**config.mk**
```make
export PLATFORM = sky130hd
export DESIGN_NAME = echo_pulse_qualifier
export DESIGN_NICKNAME = d
export VERILOG_FILES = /design/src/rtl/echo_qual_pkg.sv /design/src/rtl/echo_pulse_qualifier_load_down_counter.sv /design/src/rtl/echo_pulse_qualifier.sv
export SDC_FILE = /design/constraint.sdc
export NUM_CORES = 1
export LEC_CHECK = 0
export CAP_MARGIN = 10
export CORE_MARGIN = 2
export CORE_UTILIZATION = 25
export CTS_CLUSTER_DIAMETER = 100
export DETAILED_ROUTE_END_ITERATION = 8
export SKIP_LAST_GASP = 1
export SLEW_MARGIN = 0
export SYNTH_ARGS = -nofsm -noshare
export SYNTH_HDL_FRONTEND = slang
export SYNTH_SLANG_ARGS = --single-unit
export TNS_END_PERCENT = 20
```
**constraint.sdc**
```tcl
create_clock -name adc_clk -period 8.05 [get_ports adc_clk]
set_input_delay 1.2075 -clock adc_clk [delete_from_list [all_inputs] [get_ports adc_clk]]
set_output_delay 1.2075 -clock adc_clk [all_outputs]
set_load 0.005 [all_outputs]
```
**src/rtl/echo_qual_pkg.sv**
```systemverilog
`default_nettype none
// ============================================================================
// Module      : echo_qual_pkg
// Description : Shared definitions for the echo pulse qualifier and the
//               recorder's status decode: state encoding and default sizes.
// Revision    : 1.0 - initial release
// ============================================================================
package echo_qual_pkg;

    // Default sizing: blank counter matches the fine timestamp width, one
    // accepted echo per recording channel.
    localparam int DEFAULT_CNT_W      = 13;
    localparam int DEFAULT_MAX_ECHOES = 6;

    // State encoding as reported on state_o (CPU status register).
    localparam logic [2:0] ST_IDLE    = 3'd0;
    localparam logic [2:0] ST_BLANK   = 3'd1;
    localparam logic [2:0] ST_LISTEN  = 3'd2;
    localparam logic [2:0] ST_WIDTH   = 3'd3;
    localparam logic [2:0] ST_HOLDOFF = 3'd4;
    localparam logic [2:0] ST_DONE    = 3'd5;

    typedef enum logic [2:0] {
        S_IDLE    = ST_IDLE,
        S_BLANK   = ST_BLANK,
        S_LISTEN  = ST_LISTEN,
        S_WIDTH   = ST_WIDTH,
        S_HOLDOFF = ST_HOLDOFF,
        S_DONE    = ST_DONE
    } state_t;

endpackage
`default_nettype wire

```
**src/rtl/echo_pulse_qualifier_load_down_counter.sv**
```systemverilog
`default_nettype none
// ============================================================================
// Module      : load_down_counter
// Description : Loadable down counter that saturates at zero.
//               Load has priority over enable; o_zero flags a zero count.
// Ports       : clk, rst_n (async, active-low), i_load, i_load_val, i_en,
//               o_zero
// Revision    : 1.0 - initial release
// ============================================================================
module load_down_counter #(
    parameter int WIDTH = 8
) (
    input  logic             clk,
    input  logic             rst_n,
    input  logic             i_load,
    input  logic [WIDTH-1:0] i_load_val,
    input  logic             i_en,
    output logic             o_zero
);

    logic [WIDTH-1:0] r_count;

    always_ff @(posedge clk or negedge rst_n) begin
        if (!rst_n) begin
            r_count <= '0;
        end else if (i_load) begin
            r_count <= i_load_val;
        end else if (i_en && (r_count != '0)) begin
            r_count <= r_count - WIDTH'(1);
        end
    end

    assign o_zero = (r_count == '0);

endmodule
`default_nettype wire

```
**src/rtl/echo_pulse_qualifier.sv**
```systemverilog
`default_nettype none
// ============================================================================
// Module      : echo_pulse_qualifier
// Description : Qualifies synchronised echo detections: blanking after start,
//               minimum-width glitch rejection, holdoff between echoes, and
//               one single-cycle echo_pulse per accepted echo (up to
//               MAX_ECHOES per recording).
// Ports       : adc_clk, reset_n (async, active-low), start, stop, echo_in,
//               blank_len, min_width, holdoff -> echo_pulse, echo_count,
//               armed, overflow, state_o
// Options     : ECHO_QUAL_TIMEOUT_EN adds listen_window / timeout.
// Revision    : 1.0 - initial release
// ============================================================================
module echo_pulse_qualifier
    import echo_qual_pkg::*;
#(
    parameter int CNT_W      = DEFAULT_CNT_W,
    parameter int MAX_ECHOES = DEFAULT_MAX_ECHOES
) (
    input  logic             adc_clk,
    input  logic             reset_n,
    input  logic             start,
    input  logic             stop,
    input  logic             echo_in,
    input  logic [CNT_W-1:0] blank_len,
    input  logic [7:0]       min_width,
    input  logic [7:0]       holdoff,
    output logic             echo_pulse,
    output logic [2:0]       echo_count,
    output logic             armed,
    output logic             overflow,
    output logic [2:0]       state_o
`ifdef ECHO_QUAL_TIMEOUT_EN
    ,
    input  logic [CNT_W-1:0] listen_window,
    output logic             timeout
`endif
);

    localparam logic [2:0] c_max_echoes = 3'(MAX_ECHOES);

    state_t     r_state;
    logic       r_pulse;
    logic [2:0] r_count;
    logic       r_armed;
    logic       r_overflow;
    logic       r_echo_prev;
    logic [7:0] r_width;

    logic [7:0] w_min_width;
    logic [8:0] w_width_next;
    logic [2:0] w_count_next;
    logic       w_restart;
    logic       w_qualified;
    logic       w_fire;
    logic       w_last;
    logic       w_blank_zero;
    logic       w_hold_zero;
    logic       w_win_expire;

    assign w_min_width  = (min_width == 8'd0) ? 8'd1 : min_width;
    assign w_width_next = {1'b0, r_width} + 9'd1;
    assign w_count_next = r_count + 3'd1;
    assign w_last       = (w_count_next == c_max_echoes);
    assign w_restart    = start & ~stop;

    // Qualification on this edge: either a single-sample echo seen in LISTEN,
    // or the run in WIDTH reaching the required length. >= keeps it safe if
    // min_width is lowered mid-run.
    assign w_qualified = echo_in &
                         (((r_state == S_LISTEN) && (w_min_width == 8'd1)) ||
                          ((r_state == S_WIDTH) && (w_width_next >= {1'b0, w_min_width})));
    // start/stop/timeout take precedence over a qualification on the same edge.
    assign w_fire = w_qualified & ~start & ~stop & ~w_win_expire;

    // Blank counter is preloaded with blank_len-1 so its zero flag marks the
    // last blanked edge; blank_len=0 bypasses BLANK entirely.
    load_down_counter #(.WIDTH(CNT_W)) u_blank_cnt (
        .clk        (adc_clk),
        .rst_n      (reset_n),
        .i_load     (w_restart & (blank_len != '0)),
        .i_load_val (blank_len - CNT_W'(1)),
        .i_en       (r_state == S_BLANK),
        .o_zero     (w_blank_zero)
    );

    load_down_counter #(.WIDTH(8)) u_hold_cnt (
        .clk        (adc_clk),
        .rst_n      (reset_n),
        .i_load     (w_fire & ~w_last),
        .i_load_val (holdoff),
        .i_en       (r_state == S_HOLDOFF),
        .o_zero     (w_hold_zero)
    );

`ifdef ECHO_QUAL_TIMEOUT_EN
    logic r_timeout;
    logic r_win_active;
    logic w_win_zero;
    logic w_win_en;

    assign w_win_en = (r_state == S_BLANK) || (r_state == S_LISTEN) ||
                      (r_state == S_WIDTH) || (r_state == S_HOLDOFF);

    // Same preload-minus-one trick: zero while counting means listen_window
    // edges have elapsed since start.
    load_down_counter #(.WIDTH(CNT_W)) u_win_cnt (
        .clk        (adc_clk),
        .rst_n      (reset_n),
        .i_load     (w_restart & (listen_window != '0)),
        .i_load_val (listen_window - CNT_W'(1)),
        .i_en       (w_win_en),
        .o_zero     (w_win_zero)
    );

    assign w_win_expire = r_win_active & w_win_en & w_win_zero;

    always_ff @(posedge adc_clk or negedge reset_n) begin
        if (!reset_n) begin
            r_timeout    <= 1'b0;
            r_win_active <= 1'b0;
        end else if (w_restart) begin
            r_timeout    <= 1'b0;
            r_win_active <= (listen_window != '0);
        end else if (w_win_expire && !stop) begin
            r_timeout    <= 1'b1;
        end
    end

    assign timeout = r_timeout;
`else
    assign w_win_expire = 1'b0;
`endif

    always_ff @(posedge adc_clk or negedge reset_n) begin
        if (!reset_n) begin
            r_state     <= S_IDLE;
            r_pulse     <= 1'b0;
            r_count     <= 3'd0;
            r_armed     <= 1'b0;
            r_overflow  <= 1'b0;
            r_echo_prev <= 1'b0;
            r_width     <= 8'd0;
        end else begin
            r_pulse     <= 1'b0;
            r_echo_prev <= echo_in;
            if (stop) begin
                r_state <= S_IDLE;
                r_armed <= 1'b0;
            end else if (start) begin
                r_count    <= 3'd0;
                r_overflow <= 1'b0;
                r_armed    <= 1'b1;
                r_state    <= (blank_len == '0) ? S_LISTEN : S_BLANK;
            end else if (w_win_expire) begin
                r_state <= S_DONE;
            end else if (w_fire) begin
                r_pulse <= 1'b1;
                r_count <= w_count_next;
                r_state <= w_last ? S_DONE : S_HOLDOFF;
            end else begin
                case (r_state)
                    S_IDLE: ;
                    S_BLANK: begin
                        if (w_blank_zero) r_state <= S_LISTEN;
                    end
                    S_LISTEN: begin
                        if (echo_in) begin
                            r_width <= 8'd1;
                            r_state <= S_WIDTH;
                        end
                    end
                    S_WIDTH: begin
                        if (!echo_in) begin
                            r_state <= S_LISTEN;
                        end else if (r_width != 8'hFF) begin
                            r_width <= r_width + 8'd1;
                        end
                    end
                    S_HOLDOFF: begin
                        // Waiting for echo_in low guarantees one pulse per echo.
                        if (w_hold_zero && !echo_in) r_state <= S_LISTEN;
                    end
                    S_DONE: begin
                        if (echo_in && !r_echo_prev) r_overflow <= 1'b1;
                    end
                    default: r_state <= S_IDLE;
                endcase
            end
        end
    end

    assign echo_pulse = r_pulse;
    assign echo_count = r_count;
    assign armed      = r_armed;
    assign overflow   = r_overflow;
    assign state_o    = r_state;

endmodule
`default_nettype wire
```
==> metrics.cfg, run 1 <==
[clocking]
clkTransAtPathRegs_ns=0.06
postCtsHoldBufs=0
cts_htree_levels=2
cts_setup_buffers=0
cts.path.max_buffers=2
cts_root_buf=clkbuf_16
clkSinkCount=39
numCtsBuffers=5
cts_tree=built
clkLatencyLatePin_ns=0.29
cts_resized=0

[grt]
grt_overflow=0
grt_max_degree=40
first_global_vias=2529
grt.total_usage_pct=12.14
antenna_found_initial=0
grt_first_pass_wirelength_um=12500

[logic_synthesis]
synth_ff_type=dfrtp_1
synthCells=328
synth_enable_flop_cells=0
syn_avg_cell_area_sq_um=8.930
ys_seq_elements=39
ys.warnings.count=0
ys_seq_area_share_pct=33.32
synth.cell_area_sq_um=2929
async_reset_ff_share_pct=100.0
syn-num-nets=376
ys_types=61

[floorplanning]
dieWidth_um=112.2
coreArea_sq_um=11420
start_util_pct=25.65
rows=39
die_h_um=112.2
die_area_sq_um=12600
ios=43

[setup_path]
start_kind=primary input
crit_path_cell_trace=clkdlybuf4s50_1 > nor4_4 > and4_4 > nand2b_1 > mux2i_1 > ha_1 > o211ai_4 > a211oi_4 > inv_1 > o311ai_1 > o211ai_1
rr_worst_depth=12
cpPeakStageDelay_ns=0.58
path_buf_inv=2
reg2reg_slack_ns=4.61
end_kind=flop
crit_family=simple AND/OR/NAND/NOR gates
critPathKind=primary input to flop
crit_arrival_ns=4.63
slowest_stage=nand2b_1
path_max_fanout=15
worstReg2RegStart=r_width[0]
rr_endpoint=r_width[4]
cp_data_required_time_ns=8.19

[detailed_routing]
wirelength_um=7490
remaining_drc_errors=0
ant_nets=0
routed_via_density=5.070
wl_per_cell_um=14.57
drtIter0Drc=141
drt_pass1_iterations=4
vias=2606

[sta]
rsz0062_at_grt=no
max_slew_margin_pct=36.57
skew_ns=0.004259
finalCritPeriodShare_pct=55.77
worstMarginPinSlew_ns=0.9515
setup_viol=0
fin_tns_setup_ns=0
min_period_ns=4.489
clock.fmax_mhz=222.7
slew_violations=0
setup_slack_ns=3.561
fin_hold_ws_ns=0.5170
finalHoldViolCount=0

[cells_and_area]
finalCoreUtilization_pct=31.96
num_antenna_cells=0
nets=418
drive_above_1_share_pct=10.24
area_growth_syn_to_layout_pct=24.60

[placed_design]
place_congestion=0.8863
port_buffers=42
hpwl_um=5682
dp_slack_ns=3.271

[run]
drv_cap=0

[power]
max-vdd-ir-drop_uv=127.9
total_power_uw=624.3
power_density_nw_per_um2=171.1
p_leak_uw=0.001510

[run_status]
status=completed

[min_path]
hold_start=overflow
hold_path.class=flop to flop
hold_depth=2
hold_end=overflow

[worst max path at each step]
stage	slack [ns]	depth (start not counted)	startpoint	end
after global routing	3.37	11	blank_len[6]	u_blank_cnt.r_count[10]
after global placement	3.37	11	blank_len[6]	u_blank_cnt.r_count[10]
after CTS	3.56	11	blank_len[6]	u_blank_cnt.r_count[10]
final	3.56	11	blank_len[6]	u_blank_cnt.r_count[10]
after detailed placement	3.27	11	blank_len[6]	u_blank_cnt.r_count[10]
after floorplan	4.25	12	blank_len[7]	u_blank_cnt.r_count[10]
[through the flow]
stage	cell area, sq um	cells
floorplan	2929	328
global placement	3493	506
detailed placement	3493	506
CTS	3650	514
global route	3650	514
finish	3650	514
[flip-flops by register name, summed over array words and instances (netlist names)]
name / cells
armed: 1
echo_count: 3
echo_pulse: 1
overflow: 1
r_echo_prev: 1
r_width: 8
state_o: 3
u_blank_cnt.r_count: 13
u_hold_cnt.r_count: 8
[where the power goes]
| part | total, uW | switching [uW] | internal (uW) |
|---|---|---|---|
| registers | 249 | 30.7 | 219 |
| logic | 161 | 86.6 | 74.2 |
| clock network | 214 | 82.0 | 132 |
[Yosys cell counts, types with 2 or more instances]
library cell,number,share of area (%)
dfrtp_1,39,33
nor2_1,36,4.6
nand2_1,26,3.3
inv_1,18,2.3
a21oi_1,17,2.9
o21ai_0,15,2.6
ha_1,14,6.0
xor2_1,14,4.2
mux2i_1,12,4.1
nor3_1,12,2.1
xnor2_1,11,3.3
nor2b_1,10,2.1
mux2_2,8,3.1
nand3_1,7,1.2
nor4_1,7,1.5
clkbuf_1,6,0.77
nand2b_1,5,1.1
nand4_1,5,1.1
o211ai_1,5,1.3
a31oi_1,4,0.85
a22oi_1,3,0.77
and2_1,3,0.64
and3_1,3,0.64
or2_2,3,0.64
or3_1,3,0.64
a211oi_1,2,0.51
a21o_2,2,0.60
and3_2,2,0.51
buf_4,2,0.51
nand4b_1,2,0.60
o21a_1,2,0.51
[logic make-up after synthesis]
group | after synthesis | synth area share, %
and+or+nand+nor | 136 | 25.16
AOI/OAI and AO/OA | 68 | 17.30
DFF | 39 | 33.32
buffers and inverters | 26 | 3.588
xor gates and xnor gates | 25 | 7.475
muxes | 20 | 7.177
adders and majority gates | 14 | 5.980
[worst min-delay path, stage by stage (launching register included)]
cell and delay [ns]:
dfrtp_1 0.36, nor2_1 0.05, nor2_1 0.07
[per-layer routing]
metal / track usage, % / wire length, um
met1: 16.38 / 3573
met2: 19.56 / 3428
met3: 2.322 / 327
met4: 4.146 / 161
met5: 0 / 0
[cell usage in the layout, fill, tap and decap left out, drive strengths merged, types with 2 or more instances in the layout]
cell type      synthesis  layout
nor2b                 10      10
nand4b                 2       2
a31oi                  4       4
nor2                  36      36
nand2                 27      27
or2                    3       3
and4                   2       2
o311ai                 2       2
o21a                   3       3
clkbuf                 6       8
dfrtp                 39      39
mux2                   8       8
o31ai                  2       2
and3                   5       5
a21o                   3       3
or3                    3       3
o211ai                 6       6
a21oi                 17      17
nand4                  6       6
nor4                   9       9
mux2i                 12      12
a211oi                 4       4
a22oi                  3       3
and2                   3       3
nand2b                 5       5
nand3                  7       7
o21ai                 15      15
inv                   18      18
xor2                  14      14
nor3                  13      13
clkdlybuf4s50          0      41
ha                    14      14
buf                    2       2
xnor2                 11      11
[area by class of cell]
type	instances	area, sq um
sequential	39	975.9
fill	1208	7769
multi-input combinational	263	1848
clock buffer	8	156.4
inverter	18	67.56
timing repair buffer	43	422.9
tap	143	178.9
No activity file was read; power rests on OpenSTA's default activity.
==> run 2, diff against run 1 <==
clock period = 4.6 ns   (was 8.05 ns; I/O delays follow)
==> metrics.cfg, run 2 (synthesis gave the netlist of run 1 again) <==
[detailed_routing]
drt_pass1_iterations=4  ; unchanged
remaining_drc_errors=0  ; unchanged
routed_via_density=4.986  ; -1.6%
wirelength_um=7463  ; -0.36%
vias=2578  ; -1.1%
ant_nets=0  ; unchanged
wl_per_cell_um=14.44  ; -0.94%
drtIter0Drc=168  ; +19%

[grt]
grt_first_pass_wirelength_um=12680  ; +1.4%
antenna_found_initial=0  ; unchanged
grt_overflow=0  ; unchanged
grt_max_degree=40  ; unchanged
grt.total_usage_pct=12.14  ; about the same
first_global_vias=2613  ; +3.3%

[setup_path]
end_kind=flop
cp_data_required_time_ns=4.73  ; -3.46 ns
critPathKind=primary input to flop
start_kind=primary input
path_max_fanout=9  ; -6
crit_arrival_ns=3.76  ; -0.87 ns

[clocking]
cts_setup_buffers=0  ; unchanged
clkLatencyLatePin_ns=0.28  ; about the same
numCtsBuffers=5  ; unchanged
cts_htree_levels=2  ; unchanged
cts.path.max_buffers=2  ; unchanged
clkTransAtPathRegs_ns=0.06  ; about the same
cts_resized=0  ; unchanged
postCtsHoldBufs=0  ; unchanged
clkSinkCount=39  ; unchanged
cts_tree=built
cts_root_buf=clkbuf_16

[run_status]
status=completed

[cells_and_area]
area_growth_syn_to_layout_pct=25.16
nets=421  ; +0.72%
top_regs=u_blank_cnt.r_count: 13 flops, r_width: 8 flops, u_hold_cnt.r_count: 8 flops
regMostFlops=u_blank_cnt.r_count
finalCoreUtilization_pct=32.11  ; +0.14 points
num_antenna_cells=0  ; unchanged
final_cell_area_sq_um=3666  ; +0.45%
final_common_cell=clkdlybuf4s50_1
drive_above_1_share_pct=11.23  ; +0.99 points
largest_register_ffs=13  ; unchanged
layout_common_cells=41 x clkdlybuf4s50_1, 39 x dfrtp_1, 36 x nor2_1

[sta]
finalHoldViolCount=0  ; unchanged
worstMarginPinSlew_ns=0.9403  ; -0.01114 ns
setup_viol=0  ; unchanged
finalCritPeriodShare_pct=78.93
slew_violations=0  ; unchanged
skew_ns=0.006922  ; +0.002662 ns
fin_tns_setup_ns=0  ; unchanged
clock.fmax_mhz=275.4
rsz0062_at_grt=no
min_period_ns=3.631
max_slew_margin_pct=37.31  ; +0.74 points

[floorplanning]
rows=39  ; unchanged
ios=43  ; unchanged
die_h_um=112.2  ; unchanged
start_util_pct=25.65  ; unchanged
dieWidth_um=112.2  ; unchanged
die_area_sq_um=12600  ; unchanged
coreArea_sq_um=11420  ; unchanged

[power]
max-vdd-ir-drop_uv=191.7  ; +50%
power_density_nw_per_um2=290.6  ; +70%
p_leak_uw=0.001517  ; +0.46%

[placed_design]
hpwl_um=5678  ; about the same
place_congestion=0.8467  ; -4.5%
port_buffers=42  ; unchanged
place_area_sq_um=3516  ; +0.64%

[run]
drv_cap=0  ; unchanged

[min_path]
hold_path.class=flop to flop

run 2: cell count changes in the layout (fill, tap and decap cells not counted), sizes merged:
cell | before | now
clkinvlp | 0 | 1
clkinv | 0 | 2
buf | 2 | 5
clkbuf | 8 | 5
run 2: final cells by class:
type                    instances  area, sq um
fillers                      1205         7752
multi-input cells             263         1848
flip-flops and latches         39        975.9
repair buffers                 46        445.4
well taps                     143        178.9
clock buffers                   5        125.1
inverters                      18        67.56
clock inverters                 3        25.02
run 2: worst max-delay path: stages:
cell             delay (ns)
clkdlybuf4s50_1        0.52
nor4_1                 0.50
and4_4                 0.33
nand2b_1               0.21
mux2i_1                0.25
ha_1                   0.27
o211ai_4               0.13
a211oi_4               0.39
inv_1                  0.08
o311ai_1               0.27
o211ai_1               0.13
run 2: power by group:
group / switching (uW) / total, uW / internal (uW)
Clock: 148 / 351 / 203
Sequential: 55.4 / 438 / 383
Combinational: 147 / 276 / 130
run 2: path summary, 6_finish.rpt:
path | startpoint | endpoint | slack, ns | cells past startpoint
worst max-delay path | blank_len[3] | u_blank_cnt.r_count[10] | 0.97 | 11
worst min-delay path | echo_count[2] | echo_count[2] | 0.52 | 1
worst max register to register | r_width[0] | r_width[2] | 1.04 | 12
worst min register to register | echo_count[2] | echo_count[2] | 0.52 | 1
max in group asynchronous | reset_n | state_o[2] | 3.46 | 1
min in group asynchronous | reset_n | u_hold_cnt.r_count[3] | 0.55 | 1
run 2: metrics by stage:
step | power [uW] | instances | setup WS [ns] | hold WS (ns)
CTS | 1079 | 517 | 1.002 | 0.5242
floorplan | 618.5 | 328 | 1.317 | 0.3944
finish | 1065 | 517 | 0.9690 | 0.5206
detailed placement | 718.9 | 509 | 0.7027 | 0.5160
global route | 1131 | 517 | 0.7363 | 0.5592
global placement | 710.9 | 509 | 0.7842 | 0.5112
run 2: per-layer routing:
| layer | wire [um] | track usage (%) | vias up |
|---|---|---|---|
| met3 | 391 | 2.538 | 11 |
| met4 | 108 | 3.333 | 0 |
| met5 | 0 | 0 | - |
| li1 | - | - | 1276 |
| met1 | 3540 | 16.66 | 1217 |
| met2 | 3422 | 19.48 | 74 |
